`src/rtl/serial_frame_tx.sv`:
```
// -----------------------------------------------------------------------------
// serial_frame_tx
//   Parallel-in / serial-out frame transmitter. A word is accepted through a
//   valid/ready handshake. The frame is a start bit (0), then DATA_W data bits
//   LSB first, then an optional even-parity bit, then a stop bit (1). Each bit
//   is held on the line for CLKS_PER_BIT clocks. The line idles high.
//
// Parameters
//   DATA_W        data bits per frame (>= 1)
//   CLKS_PER_BIT  clocks each bit is held on sout (>= 1)
//
// Ports
//   clk      in   1       clock; all state updates on posedge
//   rst      in   1       asynchronous, active-high reset
//   data_in  in   DATA_W  word to send; sampled only on accept
//   load     in   1       valid: request to send data_in
//   ready    out  1       high only while idle; accept = load & ready
//   sout     out  1       registered serial line, idle high
//   busy     out  1       high from the cycle after accept until the frame ends
//   done     out  1       one-cycle pulse in the cycle after the stop bit ends
//
// Build option
//   SERIAL_FRAME_TX_PARITY_EN  defined: an even-parity bit is sent between the
//                              last data bit and the stop bit.
// -----------------------------------------------------------------------------
module serial_frame_tx #(
   parameter int DATA_W       = 8,
   parameter int CLKS_PER_BIT = 4
) (
   input  logic              clk,
   input  logic              rst,
   input  logic [DATA_W-1:0] data_in,
   input  logic              load,
   output logic              ready,
   output logic              sout,
   output logic              busy,
   output logic              done
);

   localparam int CW = (CLKS_PER_BIT > 1) ? $clog2(CLKS_PER_BIT) : 1;
   localparam int BW = $clog2(DATA_W + 1);

   localparam logic [CW-1:0] CLK_LAST = CW'(CLKS_PER_BIT - 1);
   localparam logic [BW-1:0] BIT_LAST = BW'(DATA_W - 1);

   // Explicit encoding so that the unused codes fall into the default branch
   // and recover to idle.
   typedef enum logic [2:0] {
      S_IDLE   = 3'd0,
      S_START  = 3'd1,
      S_DATA   = 3'd2,
`ifdef SERIAL_FRAME_TX_PARITY_EN
      S_PARITY = 3'd3,
`endif
      S_STOP   = 3'd4
   } state_t;

   state_t            state_q,   state_d;
   logic [CW-1:0]     clk_cnt_q, clk_cnt_d;
   logic [BW-1:0]     bit_cnt_q, bit_cnt_d;
   logic [DATA_W-1:0] shreg_q,   shreg_d;
   logic              sout_q,    sout_d;
   logic              done_q,    done_d;
   logic              bit_end;

`ifdef SERIAL_FRAME_TX_PARITY_EN
   logic              par_q,     par_d;

   // Even parity: the transmitted bit makes the total count of ones even.
   function automatic logic even_parity(input logic [DATA_W-1:0] w);
      return ^w;
   endfunction
`endif

   assign bit_end = (clk_cnt_q == CLK_LAST);

   // Next-state, counters and next line value
   always_comb begin
      state_d   = state_q;
      clk_cnt_d = clk_cnt_q;
      bit_cnt_d = bit_cnt_q;
      shreg_d   = shreg_q;
      done_d    = 1'b0;
`ifdef SERIAL_FRAME_TX_PARITY_EN
      par_d     = par_q;
`endif

      case (state_q)
         S_IDLE: begin
            clk_cnt_d = '0;
            bit_cnt_d = '0;
            if (load) begin
               shreg_d = data_in;
`ifdef SERIAL_FRAME_TX_PARITY_EN
               par_d   = even_parity(data_in);
`endif
               state_d = S_START;
            end
         end

         S_START: begin
            if (bit_end) begin
               clk_cnt_d = '0;
               state_d   = S_DATA;
            end else begin
               clk_cnt_d = clk_cnt_q + CW'(1);
            end
         end

         S_DATA: begin
            if (bit_end) begin
               clk_cnt_d = '0;
               shreg_d   = shreg_q >> 1;
               if (bit_cnt_q == BIT_LAST) begin
                  bit_cnt_d = '0;
`ifdef SERIAL_FRAME_TX_PARITY_EN
                  state_d   = S_PARITY;
`else
                  state_d   = S_STOP;
`endif
               end else begin
                  bit_cnt_d = bit_cnt_q + BW'(1);
               end
            end else begin
               clk_cnt_d = clk_cnt_q + CW'(1);
            end
         end

`ifdef SERIAL_FRAME_TX_PARITY_EN
         S_PARITY: begin
            if (bit_end) begin
               clk_cnt_d = '0;
               state_d   = S_STOP;
            end else begin
               clk_cnt_d = clk_cnt_q + CW'(1);
            end
         end
`endif

         S_STOP: begin
            if (bit_end) begin
               clk_cnt_d = '0;
               state_d   = S_IDLE;
               done_d    = 1'b1;
            end else begin
               clk_cnt_d = clk_cnt_q + CW'(1);
            end
         end

         default: begin
            state_d   = S_IDLE;
            clk_cnt_d = '0;
            bit_cnt_d = '0;
         end
      endcase

      // The line is registered, so it is driven from the state being entered:
      // the start bit appears on the same edge that accepts the word.
      sout_d = 1'b1;
      case (state_d)
         S_START:  sout_d = 1'b0;
         S_DATA:   sout_d = shreg_d[0];
`ifdef SERIAL_FRAME_TX_PARITY_EN
         S_PARITY: sout_d = par_d;
`endif
         default:  sout_d = 1'b1;
      endcase
   end

   // Control state: cleared by reset
   always_ff @(posedge clk or posedge rst) begin
      if (rst) begin
         state_q   <= S_IDLE;
         clk_cnt_q <= '0;
         bit_cnt_q <= '0;
         sout_q    <= 1'b1;
         done_q    <= 1'b0;
      end else begin
         state_q   <= state_d;
         clk_cnt_q <= clk_cnt_d;
         bit_cnt_q <= bit_cnt_d;
         sout_q    <= sout_d;
         done_q    <= done_d;
      end
   end

   // Datapath: only read while a frame is active, so no reset needed
   always_ff @(posedge clk) begin
      shreg_q <= shreg_d;
`ifdef SERIAL_FRAME_TX_PARITY_EN
      par_q   <= par_d;
`endif
   end

   assign ready = (state_q == S_IDLE);
   assign busy  = (state_q != S_IDLE);
   assign sout  = sout_q;
   assign done  = done_q;

endmodule
```
`config.mk`:
```
export PLATFORM = sky130hd
export DESIGN_NAME = serial_frame_tx
export DESIGN_NICKNAME = d
export VERILOG_FILES = /design/src/rtl/serial_frame_tx.sv
export SDC_FILE = /design/constraint.sdc
export NUM_CORES = 1
export LEC_CHECK = 0
export CORE_MARGIN = 4
export CORE_UTILIZATION = 51
export CTS_BUF_LIST = sky130_fd_sc_hd__clkbuf_8
export CTS_CLUSTER_SIZE = 12
export DETAILED_ROUTE_END_ITERATION = 7
export DONT_BUFFER_PORTS = 1
export PLACE_DENSITY = 0.66
export SLEW_MARGIN = 0
export SYNTH_ARGS = -nofsm -noshare
export SYNTH_HDL_FRONTEND = slang
export SYNTH_SLANG_ARGS = --single-unit
```
`constraint.sdc`:
```
create_clock -name clk -period 2.3 [get_ports clk]
set_input_delay 0.46 -clock clk [delete_from_list [all_inputs] [get_ports clk]]
set_output_delay 0.46 -clock clk [all_outputs]
set_load 0.1 [all_outputs]
```
; After elaboration in Yosys (flattened, before gate mapping)
; Index checks and enable logic that the tools add are counted.
; W data, S select, Z words.
[totals]
register_bits = 19
input_bits = 11
output_inout_bits = 4
word_cells = 43
[op_classes]
n_addsub = 2
n_eq_ne = 9
n_mux = 17
bitwise = 1
n_reduce_logical = 7
[op_table]
columns = op, count
row1 = $mux W8, 2
row2 = $pmux W8 S2, 1
row3 = $mux W3, 5
row4 = $pmux W3 S4, 1
row5 = $mux W4, 2
row6 = $pmux W4 S2, 1
row7 = $eq A3 B1 Y1 const B, 2
row8 = $eq A3 B2 Y1 const B, 2
row9 = $add A4 B1 Y4 const B, 1
row10 = $eq A4 B3 Y1 const B, 1
row11 = $mux W2, 2
row12 = $ne A2 B2 Y1 const B, 2
row13 = $eq A3 B3 Y1 const B, 1
row14 = $logic_not A3 Y1, 1
row15 = $reduce_and A3 Y1, 1
row16 = $reduce_bool A3 Y1, 1
row17 = $reduce_or A3 Y1, 1
row18 = $add A2 B1 Y2 const B, 1
row19 = $eq A2 B2 Y1 const B, 1
row20 = $mux W1, 2
row21 = $pmux W1 S2, 1
row22 = $reduce_and A2 Y1, 1
row23 = $reduce_bool A2 Y1, 1
row24 = $reduce_or A2 Y1, 1
row25 = $not A1 Y1, 1

; Logic depth before layout (Yosys ltp)
[logic_depth]
depth_word = 6
mapped_depth = 6
ltp_nobuf = 5

; Worst setup path after synthesis
; Ideal clock, no wire load.
[synth_path]
path_kind = register -> output
start = register state_q[1]
end = output port ready
arrival_time_ps = 2162
required_time_ps = 1840
slack_ps = -322
stages_incl_launch_ff = 5
path_buffers = 1
cell_sequence = dfrtp_1 -> buf_2 -> nor2_1 -> nand2_1 -> inv_1
[synth_between]
elab_chain_len = 1
[synth_lines]
columns = item, line
row1 = start: declaration, 58  ; state_t state_q, state_d;
row2 = start signal: assignment, 179  ; state_q <= state_d;
row3 = $logic_not A3 Y1, 195  ; assign ready = (state_q == S_IDLE);
row4 = end: declaration, 34  ; output logic ready,
; Every way passes these cells.

; Worst setup path in the final report
; Ends and elaborated chain as after synthesis.

==> run_results.csv <==
group,metric,value,unit
run_status,status,"finished, final reports clean",
place,dp_hpwl,1310,µm
global_routing,grt_pass1_vias,624,
detailed_routing,routed_wl,1750,µm
detailed_routing,initialDrtViolationCount,14,
pwr,p_comb_share,37.1,%
sta,period_share,87.0,%
cts,post_cts_buffers,0,
setup_path,start_kind,"register",
synth,async_reset_ff_share,57.9,%
sta,clock_skew,1.85,ps
flow_run,maxCapViolations,0,
synth,netlist_area,977,µm²
layout,n_antenna_cell,0,
global_routing,grt_usage,14.1,%
floorplanning,dieArea,2680,µm²
place,placed_area,1000,µm²
cts,clkTransAtPathRegs,70,ps
sta,finalHoldViolCount,0,
floorplanning,start_util,55.4,%
cts,clk_latency,250,ps
detailed_routing,ant_nets,0,
synth,synth_edf_count,7,
pwr,seqPwrFrac,45.3,%
pwr,p_clk_share,17.6,%
setup_path,slowest_stage,"dfrtp_1",
layout,fin_util,59.3,%
cts,htreeDepth,1,
detailed_routing,vias,664,
setup_path,required,1840,ps
sta,maxSlewHeadroom,59.7,%
cts,numCtsBuffers,3,
floorplanning,fp.dieH,51.8,µm
global_routing,antenna_found_initial,0,
sta,period_needed,2000,ps
sta,whs,81.9,ps
global_routing,use_met3,2.58,%
sta,setup_viol,0,
cts,cts.sinks,19,
place,numPortBuffers,0,
detailed_routing,firstDrtPassIters,4,
detailed_routing,routedWlPerCell,15.2,µm
sta,fin_setup_tns,0,ps
synth,ys_ff_latch,19,
setup_path,path_delay_family,"flip-flops",
synth,syn-instance-count,88,
synth,synth_seq_area_share,51.9,%
setup_path,max_stage_delay,550,ps
pwr,p_sw,0.592,mW
floorplanning,placementRows,15,
setup_path,r2r_end,"shreg_q[2]",
setup_path,ff2ff_setup_slack,540,ps
pwr,p_int,0.732,mW
setup_path,crit_path_start,"state_q[1]",
setup_path,crit_type,"register to output port",
setup_path,worst-path-buf-inv,2,
layout,area_growth_syn_to_layout,7.04,%
setup_path,setup.worst_path.end_class,"output port",
pwr,power_density,1270,nW/µm²
global_routing,grt_util_met1,19.7,%
global_routing,grt_overflow,0,
cts,cts_buffer_depth,2,
setup_path,cp.depth,4,
setup_path,critPathMaxFanout,12,
synth,ys_types,35,
cts,cts_tree,"built",
global_routing,grt_use_met2,21.6,%
setup_path,reg2regPathDepth,2,
synth,syn_area_per_cell,11.1,µm²
setup_path,r2r_start,"state_q[0]",
setup_path,cp_cell_sequence,"nor2_1, nand2_2, clkinvlp_4, buf_4",
pwr,leakage,0.417,nW
cts,cts-hold-fix-buffers,0,
setup_path,worst_ep_arrival_time,1540,ps
setup_path,cp-endpoint,"ready",
min_path,min_path_type,"input pin to asynchronous set/reset pin",
floorplanning,ios,15,
synth,ys.flop_type,"dfrtp_1",
global_routing,grt_pass1_wl,2840,µm
floorplanning,core-area,1760,µm²
sta,rsz0062_at_grt,"no",
detailed_routing,drc,0,
place,gp_congestion,0.885,
cts,post_cts_resize_count,0,
layout,n_fill_cell,155,
layout,fin_nets,104,
cts,clockRootBuffer,"clkbuf_8",
pwr,switching_share,44.7,%
sta,tightest_slew,602,ps
layout,fin_area,1050,µm²
sta,finalMaxSlewViolations,0,
global_routing,busiest_layer,"met2",
pwr,ir_worst_vdd,0.585,mV
detailed_routing,via_per_inst,5.77,
synth,ys_warn_count,0,
floorplanning,die_width,51.8,µm
layout,layout-drive-gt1-share,15.6,%
synth,mappedNetlistNets,101,
pwr,total_power,1.32,mW
sta,fmax,0.500,GHz
global_routing,grt_max_degree,14,
-- power by group through the flow --
| stage | Clock [mW] | Combinational [mW] | Sequential (mW) |
|---|---|---|---|
| after floorplan | 0 | 0.473 | 0.548 |
| after global routing | 0.250 | 0.537 | 0.612 |
| after CTS | 0.239 | 0.494 | 0.598 |
| after global placement | 0 | 0.487 | 0.603 |
| final | 0.233 | 0.491 | 0.600 |
| after detailed placement | 0 | 0.492 | 0.606 |
-- how the worst min path moves through the flow --
stage | start | end | depth (start not counted)
finish | rst | done | 1
CTS | rst | done | 1
detailed placement | rst | done | 1
global route | rst | done | 1
global placement | rst | done | 1
floorplan | rst | bit_cnt_q[0] | 1
-- worst register-to-register path: stages (launching register included) --
cell and delay (ps):
dfrtp_1 520, or2_1 370, nor2_1 510
-- metal layers --
layer | up-vias | share of wire [%]
met1 | 319 | 50
met5 | - | 0
met3 | 2 | 3.4
met4 | 0 | 1.0
li1 | 326 | -
met2 | 17 | 45
-- area by class of cell --
cell class | count | area, µm² | share of cell area (%)
clock buffer | 3 | 41.3 | 3.95
clock inverter | 1 | 5.00 | 0.478
inverter | 5 | 22.5 | 2.15
multi-input combinational | 59 | 417 | 39.8
sequential | 19 | 507 | 48.4
tap | 25 | 31.3 | 2.99
timing repair buffer | 3 | 22.5 | 2.15
-- through the flow --
stage | setup slack (ps) | instances
after floorplan | 181 | 88
after global placement | 581 | 111
after detailed placement | 519 | 111
after CTS | 309 | 115
after global routing | 204 | 115
final | 298 | 115
-- cells by family (layout without fill, tap and decap cells) --
kind of cell    Yosys count  in the layout  share of synthesized area (%)
simple gates             31             31                           19.3
compound gates           21             21                           15.4
flops                    19             19                           51.9
buf+inv                  10             12                           5.76
mux                       4              4                           4.23
fa+ha+maj                 2              2                           2.56
xor+xnor                  1              1                          0.896
-- cell usage after synthesis, types with 2 or more instances --
library cell	number	area, µm²
dfrtp_1	10	250
edfxtp_1	7	210
a21oi_1	6	30.0
a22o_1	6	52.6
nor2_1	6	22.5
inv_1	5	18.8
nand2_1	4	15.0
nor3_1	4	20.0
o21ai_0	4	20.0
mux2i_1	3	30.0
nor3b_1	3	22.5
and2_1	2	12.5
buf_2	2	10.0
buf_6	2	22.5
ha_1	2	25.0
nor2b_1	2	12.5
nor4_1	2	12.5
-- state kept, by name, summed over array words and instances (netlist names) --
name,cells
shreg_q,8
bit_cnt_q,4
sout,1
state_q,3
clk_cnt_q,2
done,1
-- placed cells by master (no fill, tap or decap), types with 4 or more instances in the layout --
cell type  Yosys  final
dfrtp_1       10     10
inv_1          5      4
o21ai_0        4      4
nor2_1         6      6
edfxtp_1       7      7
a21oi_1        6      6
nor3_1         4      4
a22o_1         6      6
Power figures use the tool's default switching activity.
